$ cat src/rtl/mux_pkg.sv
// rtl/mux_pkg.sv - shared mode type and cyclic priority search for stream_mux_n_1
//
// Purpose : mode encoding (fixed select vs round-robin) and the
//           combinational cyclic search used by the round-robin arbiter.
// Ports   : none (package).
package mux_pkg;

    typedef enum logic {
        MODE_FIXED = 1'b0,
        MODE_RR    = 1'b1
    } mux_mode_e;

    // Finds the first set bit of req[n-1:0], visiting ptr+1, ptr+2, ... (mod n).
    // The request word is fixed at 64 bits, the largest channel count supported.
    // Loop runs from the farthest offset to the nearest, so the nearest hit is
    // the one that survives.
    function automatic logic rr_search(
        input  logic [63:0] req,
        input  logic [6:0]  n,
        input  logic [6:0]  ptr,
        output logic [5:0]  idx
    );
        logic       found;
        logic [6:0] k;
        found = 1'b0;
        idx   = '0;
        for (int i = 64; i >= 1; i--) begin
            if (7'(i) <= n) begin
                k = ptr + 7'(i);
                if (k >= n) begin
                    k = k - n;
                end
                if (req[k[5:0]]) begin
                    found = 1'b1;
                    idx   = k[5:0];
                end
            end
        end
        return found;
    endfunction

endpackage

$ cat src/rtl/rr_arbiter_n.sv
// rtl/rr_arbiter_n.sv - combinational round-robin grant search
//
// Purpose : picks the first requesting channel after ptr, cyclically.
// Ports   : req     - N request bits
//           ptr     - index of the most recently granted channel
//           gnt_idx - chosen channel index (valid when gnt_any)
//           gnt_any - at least one request present
module rr_arbiter_n
    import mux_pkg::*;
#(
    parameter int N = 8,
    parameter int W = (N > 1) ? $clog2(N) : 1
) (
    input  logic [N-1:0] req,
    input  logic [W-1:0] ptr,
    output logic [W-1:0] gnt_idx,
    output logic         gnt_any
);

    logic [5:0] idx_wide;

    always_comb begin
        idx_wide = '0;
        gnt_any  = rr_search(64'(req), 7'(N), 7'(ptr), idx_wide);
        gnt_idx  = W'(idx_wide);
    end

endmodule

$ cat src/rtl/stream_mux_n_1.sv
// rtl/stream_mux_n_1.sv - N-to-1 valid/ready stream mux with registered output
//
// Purpose : selects one of N_IN producer channels, either by sel (fixed mode)
//           or round-robin, and registers the beat toward one consumer.
//           Full throughput: a draining beat may be replaced in the same cycle.
// Ports   : clk, rst_n           - clock, asynchronous active-low reset
//           in_data/in_valid     - N_IN packed producer channels
//           in_ready             - combinational per-channel ready
//           mode, sel            - 0 = fixed (use sel), 1 = round-robin
//           out_data/out_valid   - registered output beat
//           out_ready            - downstream ready
//           grant_idx            - channel that produced out_data
//           beat_count           - 16-bit wrapping transfer counter, present
//                                  only when STREAM_MUX_COUNT_EN is defined
module stream_mux_n_1
    import mux_pkg::*;
#(
    parameter int N_IN  = 8,
    parameter int WIDTH = 8,
    parameter int SEL_W = $clog2(N_IN)
) (
    input  logic                  clk,
    input  logic                  rst_n,
    input  logic [N_IN*WIDTH-1:0] in_data,
    input  logic [N_IN-1:0]       in_valid,
    output logic [N_IN-1:0]       in_ready,
    input  logic                  mode,
    input  logic [SEL_W-1:0]      sel,
    output logic [WIDTH-1:0]      out_data,
    output logic                  out_valid,
    input  logic                  out_ready,
    output logic [SEL_W-1:0]      grant_idx
`ifdef STREAM_MUX_COUNT_EN
    ,
    output logic [15:0]           beat_count
`endif
);

    logic             free;
    logic             accept;
    logic             rr_any;
    logic             chosen_any;
    logic [SEL_W-1:0] rr_idx;
    logic [SEL_W-1:0] chosen;
    logic [SEL_W-1:0] rr_ptr;

    rr_arbiter_n #(
        .N (N_IN),
        .W (SEL_W)
    ) u_arb (
        .req     (in_valid),
        .ptr     (rr_ptr),
        .gnt_idx (rr_idx),
        .gnt_any (rr_any)
    );

    assign free = !out_valid || out_ready;

    // Fixed mode: an out-of-range sel (non power-of-two N_IN) chooses nothing.
    always_comb begin
        chosen     = sel;
        chosen_any = (int'(sel) < N_IN);
        if (mux_mode_e'(mode) == MODE_RR) begin
            chosen     = rr_idx;
            chosen_any = rr_any;
        end
    end

    // Ready is held low while in reset so no producer sees a phantom handshake.
    always_comb begin
        for (int k = 0; k < N_IN; k++) begin
            in_ready[k] = rst_n && free && chosen_any && (chosen == SEL_W'(k));
        end
    end

    assign accept = |(in_valid & in_ready);

    always_ff @(posedge clk or negedge rst_n) begin
        if (!rst_n) begin
            out_valid <= 1'b0;
            out_data  <= '0;
            grant_idx <= '0;
            rr_ptr    <= SEL_W'(N_IN - 1);
        end else begin
            if (accept) begin
                out_data  <= in_data[chosen*WIDTH +: WIDTH];
                grant_idx <= chosen;
                out_valid <= 1'b1;
                if (mux_mode_e'(mode) == MODE_RR) begin
                    rr_ptr <= chosen;
                end
            end else if (out_ready) begin
                out_valid <= 1'b0;
            end
        end
    end

`ifdef STREAM_MUX_COUNT_EN
    always_ff @(posedge clk or negedge rst_n) begin
        if (!rst_n) begin
            beat_count <= '0;
        end else if (out_valid && out_ready) begin
            beat_count <= beat_count + 16'd1;
        end
    end
`endif

endmodule

$ cat config.mk
export PLATFORM = sky130hd
export DESIGN_NAME = stream_mux_n_1
export DESIGN_NICKNAME = d
export VERILOG_FILES = /design/src/rtl/mux_pkg.sv /design/src/rtl/rr_arbiter_n.sv /design/src/rtl/stream_mux_n_1.sv
export SDC_FILE = /design/constraint.sdc
export NUM_CORES = 1
export LEC_CHECK = 0
export CAP_MARGIN = 40
export CORE_MARGIN = 2
export CORE_UTILIZATION = 48
export DETAILED_ROUTE_END_ITERATION = 10
export GPL_TIMING_DRIVEN = 1
export PLACE_DENSITY = 0.88
export SETUP_SLACK_MARGIN = 0.1
export SLEW_MARGIN = 10
export SYNTH_ARGS = -nofsm -noshare
export SYNTH_HDL_FRONTEND = slang
export SYNTH_SLANG_ARGS = --single-unit
$ cat constraint.sdc
create_clock -name clk -period 7.7 [get_ports clk]
set_clock_uncertainty 0.2 [all_clocks]
set_input_delay 1.54 -clock clk [delete_from_list [all_inputs] [get_ports clk]]
set_output_delay 1.54 -clock clk [all_outputs]
set_load 0.01 [all_outputs]
==> impl_metrics.yaml, run 1 <==
critical_path:
  arrival_ps: 5070
  critPathSlowestCell: "clkdlybuf4s50_1"
  path_buf_inv: 3
  cp_cell_sequence: "clkdlybuf4s50_1 -> mux2_1 -> mux4_2 -> or2_1 -> a31o_1 -> o41ai_4 -> buf_4 -> nor4b_1 -> clkdlybuf4s50_1"
  crit_type: "in2out"
  critical_path_required_ps: 5960
  crit_family: "buffers and inverters"
  regToRegSetupSlack_ps: 1920
  end_kind: "output port"
  rr_worst_depth: 13
  r2r_end: "grant_idx[0]$_DFFE_PN0P_"
  startpoint_type: "input port"
  crit_path_max_incr_delay_ps: 610
  r2r_start: "rr_ptr[0]$_DFFE_PN1P_"
  crit_top_cell: "clkdlybuf4s50_1"
  path_max_fanout: 23
synthesis:
  synth_top_area_share_pct: 14.6
  ys.flop_type: "dfrtp_1"
  netlist_area_um2: 2470
  synth-simple-area-share_pct: 12.0
  yosys.area_share.xor_xnor_pct: 1.37
  async_reset_ff_share_pct: 100
  syn_area_per_cell_um2: 9.53
  synth.distinct_cells: 59
  syn-num-nets: 345
  synth_top_family_by_area: "multiplexers"
  yosysMostFrequentCell: "mux2i_1"
  ys_top_cells_by_count: "mux2i_1, nor2_1, mux2_2"
  synth_compound_area_share_pct: 20.7
  ys_seq_area_share_pct: 15.4
  netlist_top_cells_area: "mux2i_1, mux4_2, dfrtp_1"
  yosysWarnings: 0
  synth_enable_flop_cells: 0
  ys_ff_latch: 15
  synth_top_cell_by_area: "mux2i_1"
  synth.area.mux_share_pct: 40.8
  synth_adder_area_share_pct: 3.55
  synthCells: 259
layout:
  postLayoutCellArea_um2: 3520
  multi_input_area_um2: 1950
  seqCellArea_um2: 379
  final_nets: 434
  antenna_cells: 0
  drive_gt1_share_pct: 15.6
  area_delta_synth_final_pct: 42.7
  final_cells: 417
  n_fill_cell: 381
global_routing:
  antenna_found_initial: 0
  grt_max_degree: 24
  grt_pass1_vias: 2373
  grt_use_total_pct: 25.9
  gr-max-usage-layer: "met2"
  grt_use_met1_pct: 34.3
  use_met3_pct: 5.29
  gr-usage-met2_pct: 43.1
  grt_pass1_wl_um: 11300
  grt-ovfl-total: 0
place:
  gp_congestion: 0.956
  portBuffers: 98
  placed_cell_area_um2: 3480
  hpwl_um: 5690
  post-place-ws_ps: 952
  placed_cells: 413
routing:
  drt_iter0_markers: 217
  vias: 2494
  drt_first_pass_iters: 5
  wire_per_inst_um: 17.2
  ant_nets: 0
  drc: 0
  vias_per_cell: 5.98
  routed_wl_um: 7180
sta:
  fin_crit_sh_pct: 88.4
  setup_violations: 0
  final.min_clock_period_ps: 6810
  fin_setup_tns_ps: 0
  rsz0062_at_grt: "no"
  slew_headroom_pct: 44.9
  worst_pin_slew_ps: 823
  worst_slack_ps: 891
  clock.fmax_mhz: 147
  finalMaxSlewViolations: 0
  final_hold_viol_count: 0
status:
  outcome: "finished, final reports clean"
pwr:
  power_density_nw_per_um2: 503
  p_leak_nw: 1.42
  ir_drop_v: 0.000300
floorplanning:
  start_util_pct: 49.0
  fp.coreArea_um2: 5040
  dieArea_um2: 5730
  fp.dieW_um: 75.7
  pin_count: 99
  die_y_um: 75.7
  rows: 26
worst_hold_path:
  min_to: "out_data[4]$_DFFE_PN0P_"
  hp-class: "reg2reg"
  hp-start: "out_data[4]$_DFFE_PN0P_"
  hold_depth: 1
cts:
  cts_made_buffers: 3
  cts.path.max_buffers: 2
  clk_pin_slew_ps: 60
  clockRootBuffer: "clkbuf_8"
  cts_hold_buf: 0
  cts-resized-gates: 0
  cts.sinks: 15
  post-cts-setup-buffer-count: 0
  insertion_delay_ps: 250
  htreeDepth: 1
  cts_tree: "done"
job:
  max-cap-violations: 0
[layer usage]
metal / share of wire [%] / vias up
met5: 0 / -
met4: 1.6 / 0
met3: 8.3 / 14
met2: 50 / 139
met1: 40 / 1170
li1: - / 1171
[cells by family (layout without fill, tap and decap cells)]
logic type                 Yosys count  count (layout)
adders and majority gates            7               7
and+or+nand+nor                     59              59
AOI/OAI and AO/OA                   65              65
buffers and inverters               31             119
DFF                                 15              15
xor gates and xnor gates             3               3
muxes                               79              79
[worst register-to-register path: cells and delay by family, from the launching register on]
family / cells / cell delay, ps
buffers and inverters: 3 / 700
AND/OR/NAND/NOR: 3 / 1130
adder cells (fa/ha/maj): 1 / 680
AO/OA/AOI/OAI: 3 / 770
multiplexers: 3 / 1350
flip-flops: 1 / 830
[state kept, by name, summed over array words and instances, names as in the netlist]
name,flops
grant_idx,3
out_valid,1
rr_ptr,3
out_data,8
[area by class of cell]
type	instances	area share, %
clock buffer	3	1.17
clock inverter	1	0.142
inverter	12	1.28
multi-input combinational	213	55.2
sequential	15	10.8
tap	70	2.49
timing repair buffer	103	28.9
[per-stage QoR]
stage | util, % | hold WS (ps) | power, W
finish | 69.9 | 299 | 0.00177
global route | 69.9 | 307 | 0.00191
CTS | 69.9 | 291 | 0.00176
detailed placement | 68.9 | 273 | 0.00169
global placement | 68.9 | 272 | 0.00166
floorplan | - | 322 | 0.00134
[worst max-delay path by stage]
| stage | from | endpoint | slack (ps) | cells after the start |
|---|---|---|---|---|
| 6_report | in_valid[2] | in_ready[4] | 890 | 9 |
| 3_5_place_dp | in_valid[0] | in_ready[4] | 950 | 9 |
| 4_1_cts | in_valid[2] | in_ready[4] | 920 | 9 |
| 3_3_place_gp | in_valid[0] | in_ready[4] | 940 | 9 |
| 5_1_grt | in_valid[0] | in_ready[4] | 680 | 9 |
| 2_1_floorplan | in_valid[0] | in_ready[4] | 1840 | 8 |
[power breakdown]
group / internal [W] / switching [W] / leakage (nW) / total [W]
clock: 0.0000358 / 0.0000278 / 0.0255 / 0.0000636
sequential: 0.000132 / 0.0000763 / 0.177 / 0.000208
combinational: 0.000734 / 0.000765 / 1.22 / 0.00150
total: 0.000902 / 0.000869 / 1.42 / 0.00177
[cells in the final DEF, fill, tap and decap left out, drive strengths merged, types with 8 or more instances in the layout]
cell type / Yosys / final
o2bb2ai: 9 / 9
inv: 12 / 12
a21oi: 9 / 9
dfrtp: 12 / 12
mux2i: 36 / 36
nor2: 24 / 24
mux2: 29 / 29
clkdlybuf4s50: 0 / 98
nand2: 8 / 8
mux4: 14 / 14
o21ai: 15 / 15
o22a: 9 / 9
Power figures use the tool's default switching activity.
==> inputs of run 2 (changes only) <==
--- a/config.mk
+++ b/config.mk
@@ -11,6 +11,7 @@
 export DETAILED_ROUTE_END_ITERATION = 10
 export GPL_TIMING_DRIVEN = 1
 export PLACE_DENSITY = 0.88
+export RECOVER_POWER = 50
 export SETUP_SLACK_MARGIN = 0.1
 export SLEW_MARGIN = 10
 export SYNTH_ARGS = -nofsm -noshare
==> run 2 against run 1 <==
Compared with the run above:
- sequential cell count unchanged
- register-to-register slack better by 20 ps
- via count down 0.28%
- power down 0.82%
- die area unchanged
- design area unchanged
- non-clock buffer count unchanged
- worst hold slack worse by 6.8 ps
- global-route usage unchanged
- sequential power about the same
- setup slack better by 14 ps
- first-iteration DRC count up 0.92%
- largest power group unchanged
==> impl_metrics.yaml, run 2 (synthesis results as in run 1) <==
status:
  outcome: "finished, final reports clean"
routing:
  wire_per_inst_um: 17.1
  route.met2.wl_um: 3560
  ant_nets: 0
  drt_first_pass_iters: 5
  wl_met1_um: 2840
  drc: 0
  wl_met3_um: 593
  topRoutingLayerUsed: "met4"
  vias_per_cell: 5.96
  vias: 2487
  drt_iter0_markers: 219
  routed_wl_um: 7130
place:
  hpwl_um: 5690
  gp_congestion: 0.956
  portBuffers: 98
cts:
  clk_pin_slew_ps: 60
  clockRootBuffer: "clkbuf_8"
  cts.sinks: 15
  cts_tree: "done"
  post-cts-setup-buffer-count: 0
  insertion_delay_ps: 250
  htreeDepth: 1
  cts-resized-gates: 0
  cts_made_buffers: 3
  cts_hold_buf: 0
  cts.path.max_buffers: 2
floorplanning:
  fp.coreArea_um2: 5040
  start_util_pct: 49.0
  dieArea_um2: 5730
  rows: 26
  die_y_um: 75.7
  fp.dieW_um: 75.7
  pin_count: 99
critical_path:
  end_kind: "output port"
  startpoint_type: "input port"
  critical_path_required_ps: 5960
  crit_type: "in2out"
  path_max_fanout: 23
  arrival_ps: 5050
  rr_worst_depth: 13
pwr:
  ir_drop_v: 0.000298
  power_density_nw_per_um2: 499
  p_leak_nw: 1.43
sta:
  slew_headroom_pct: 46.2
  clock.fmax_mhz: 147
  final.min_clock_period_ps: 6790
  rsz0062_at_grt: "no"
  fin_crit_sh_pct: 88.2
  worst_pin_slew_ps: 804
  final_hold_viol_count: 0
  finalMaxSlewViolations: 0
  setup_violations: 0
  fin_setup_tns_ps: 0
  holdWs_ps: 292
layout:
  antenna_cells: 0
  top_register: "out_data"
  final_cell_mix: "clkdlybuf4s50_1, mux2i_1, nor2_1, mux2_2, mux4_2"
  multi_input_area_um2: 1950
  top_regs: "out_data x8, grant_idx x3, rr_ptr x3"
  n_fill_cell: 381
  drive_gt1_share_pct: 15.6
  largest_reg_flops: 8
  fin_util_pct: 69.9
  final_common_cell: "clkdlybuf4s50_1"
  final_nets: 434
  area_delta_synth_final_pct: 42.7
  seqCellArea_um2: 379
global_routing:
  grt_pass1_wl_um: 11300
  grt_pass1_vias: 2373
  grt-ovfl-total: 0
  antenna_found_initial: 0
  grt_use_total_pct: 25.9
  grt_max_degree: 24
worst_hold_path:
  hp-class: "reg2reg"
  hold_depth: 1
job:
  max-cap-violations: 0
-- run 2: changes by cell type in the layout (fill, tap and decap cells not counted), sizes merged --
cell / delta
dlygate4sd3: +11
clkdlybuf4s50: -11
-- run 2: worst paths after layout --
kind	from	end	slack [ps]
setup reg to reg	rr_ptr[0]$_DFFE_PN1P_	grant_idx[0]$_DFFE_PN0P_	1940
hold / removal	out_data[3]$_DFFE_PN0P_	out_data[3]$_DFFE_PN0P_	290
hold reg to reg	out_data[3]$_DFFE_PN0P_	out_data[3]$_DFFE_PN0P_	290
max in group asynchronous	rst_n	out_data[2]$_DFFE_PN0P_	5270
min in group asynchronous	rst_n	out_data[4]$_DFFE_PN0P_	1590
setup / recovery	in_valid[2]	in_ready[4]	910
-- run 2: critical path, cell delays in order --
cell	delay [ps]
clkdlybuf4s50_1	570
mux2_1	380
mux4_2	490
or2_1	290
a31o_1	250
o41ai_4	280
buf_4	350
nor4b_1	300
clkdlybuf4s50_1	610
-- run 2: layer usage --
| layer | up-vias | GRT usage, % |
|---|---|---|
| met5 | - | 0 |
| met4 | 0 | 7.41 |
| met3 | 18 | 5.29 |
| met2 | 140 | 43.1 |
| met1 | 1158 | 34.3 |
| li1 | 1171 | - |
-- run 2: power breakdown --
part | leakage (nW) | switching, W | internal, W
clock | 0.0255 | 0.0000276 | 0.0000358
combinational | 1.23 | 0.000762 | 0.000725
sequential | 0.177 | 0.0000748 | 0.000132
-- run 2: through the flow --
| step | instances | cell area [µm²] | power, W | setup slack (ps) |
|---|---|---|---|---|
| 6_report | 417 | 3520 | 0.00176 | 905 |
| 2_1_floorplan | 259 | 2470 | 0.00134 | 1840 |
| 4_1_cts | 417 | 3520 | 0.00176 | 919 |
| 5_1_grt | 417 | 3520 | 0.00190 | 678 |
| 3_5_place_dp | 413 | 3480 | 0.00169 | 952 |
| 3_3_place_gp | 413 | 3480 | 0.00166 | 938 |
-- run 2: final cells by class --
type	count	area share (%)
well taps	70	2.49
inverters	12	1.28
clock buffers	3	1.17
repair buffers	103	28.9
multi-input cells	213	55.2
clock inverters	1	0.142
flip-flops and latches	15	10.8
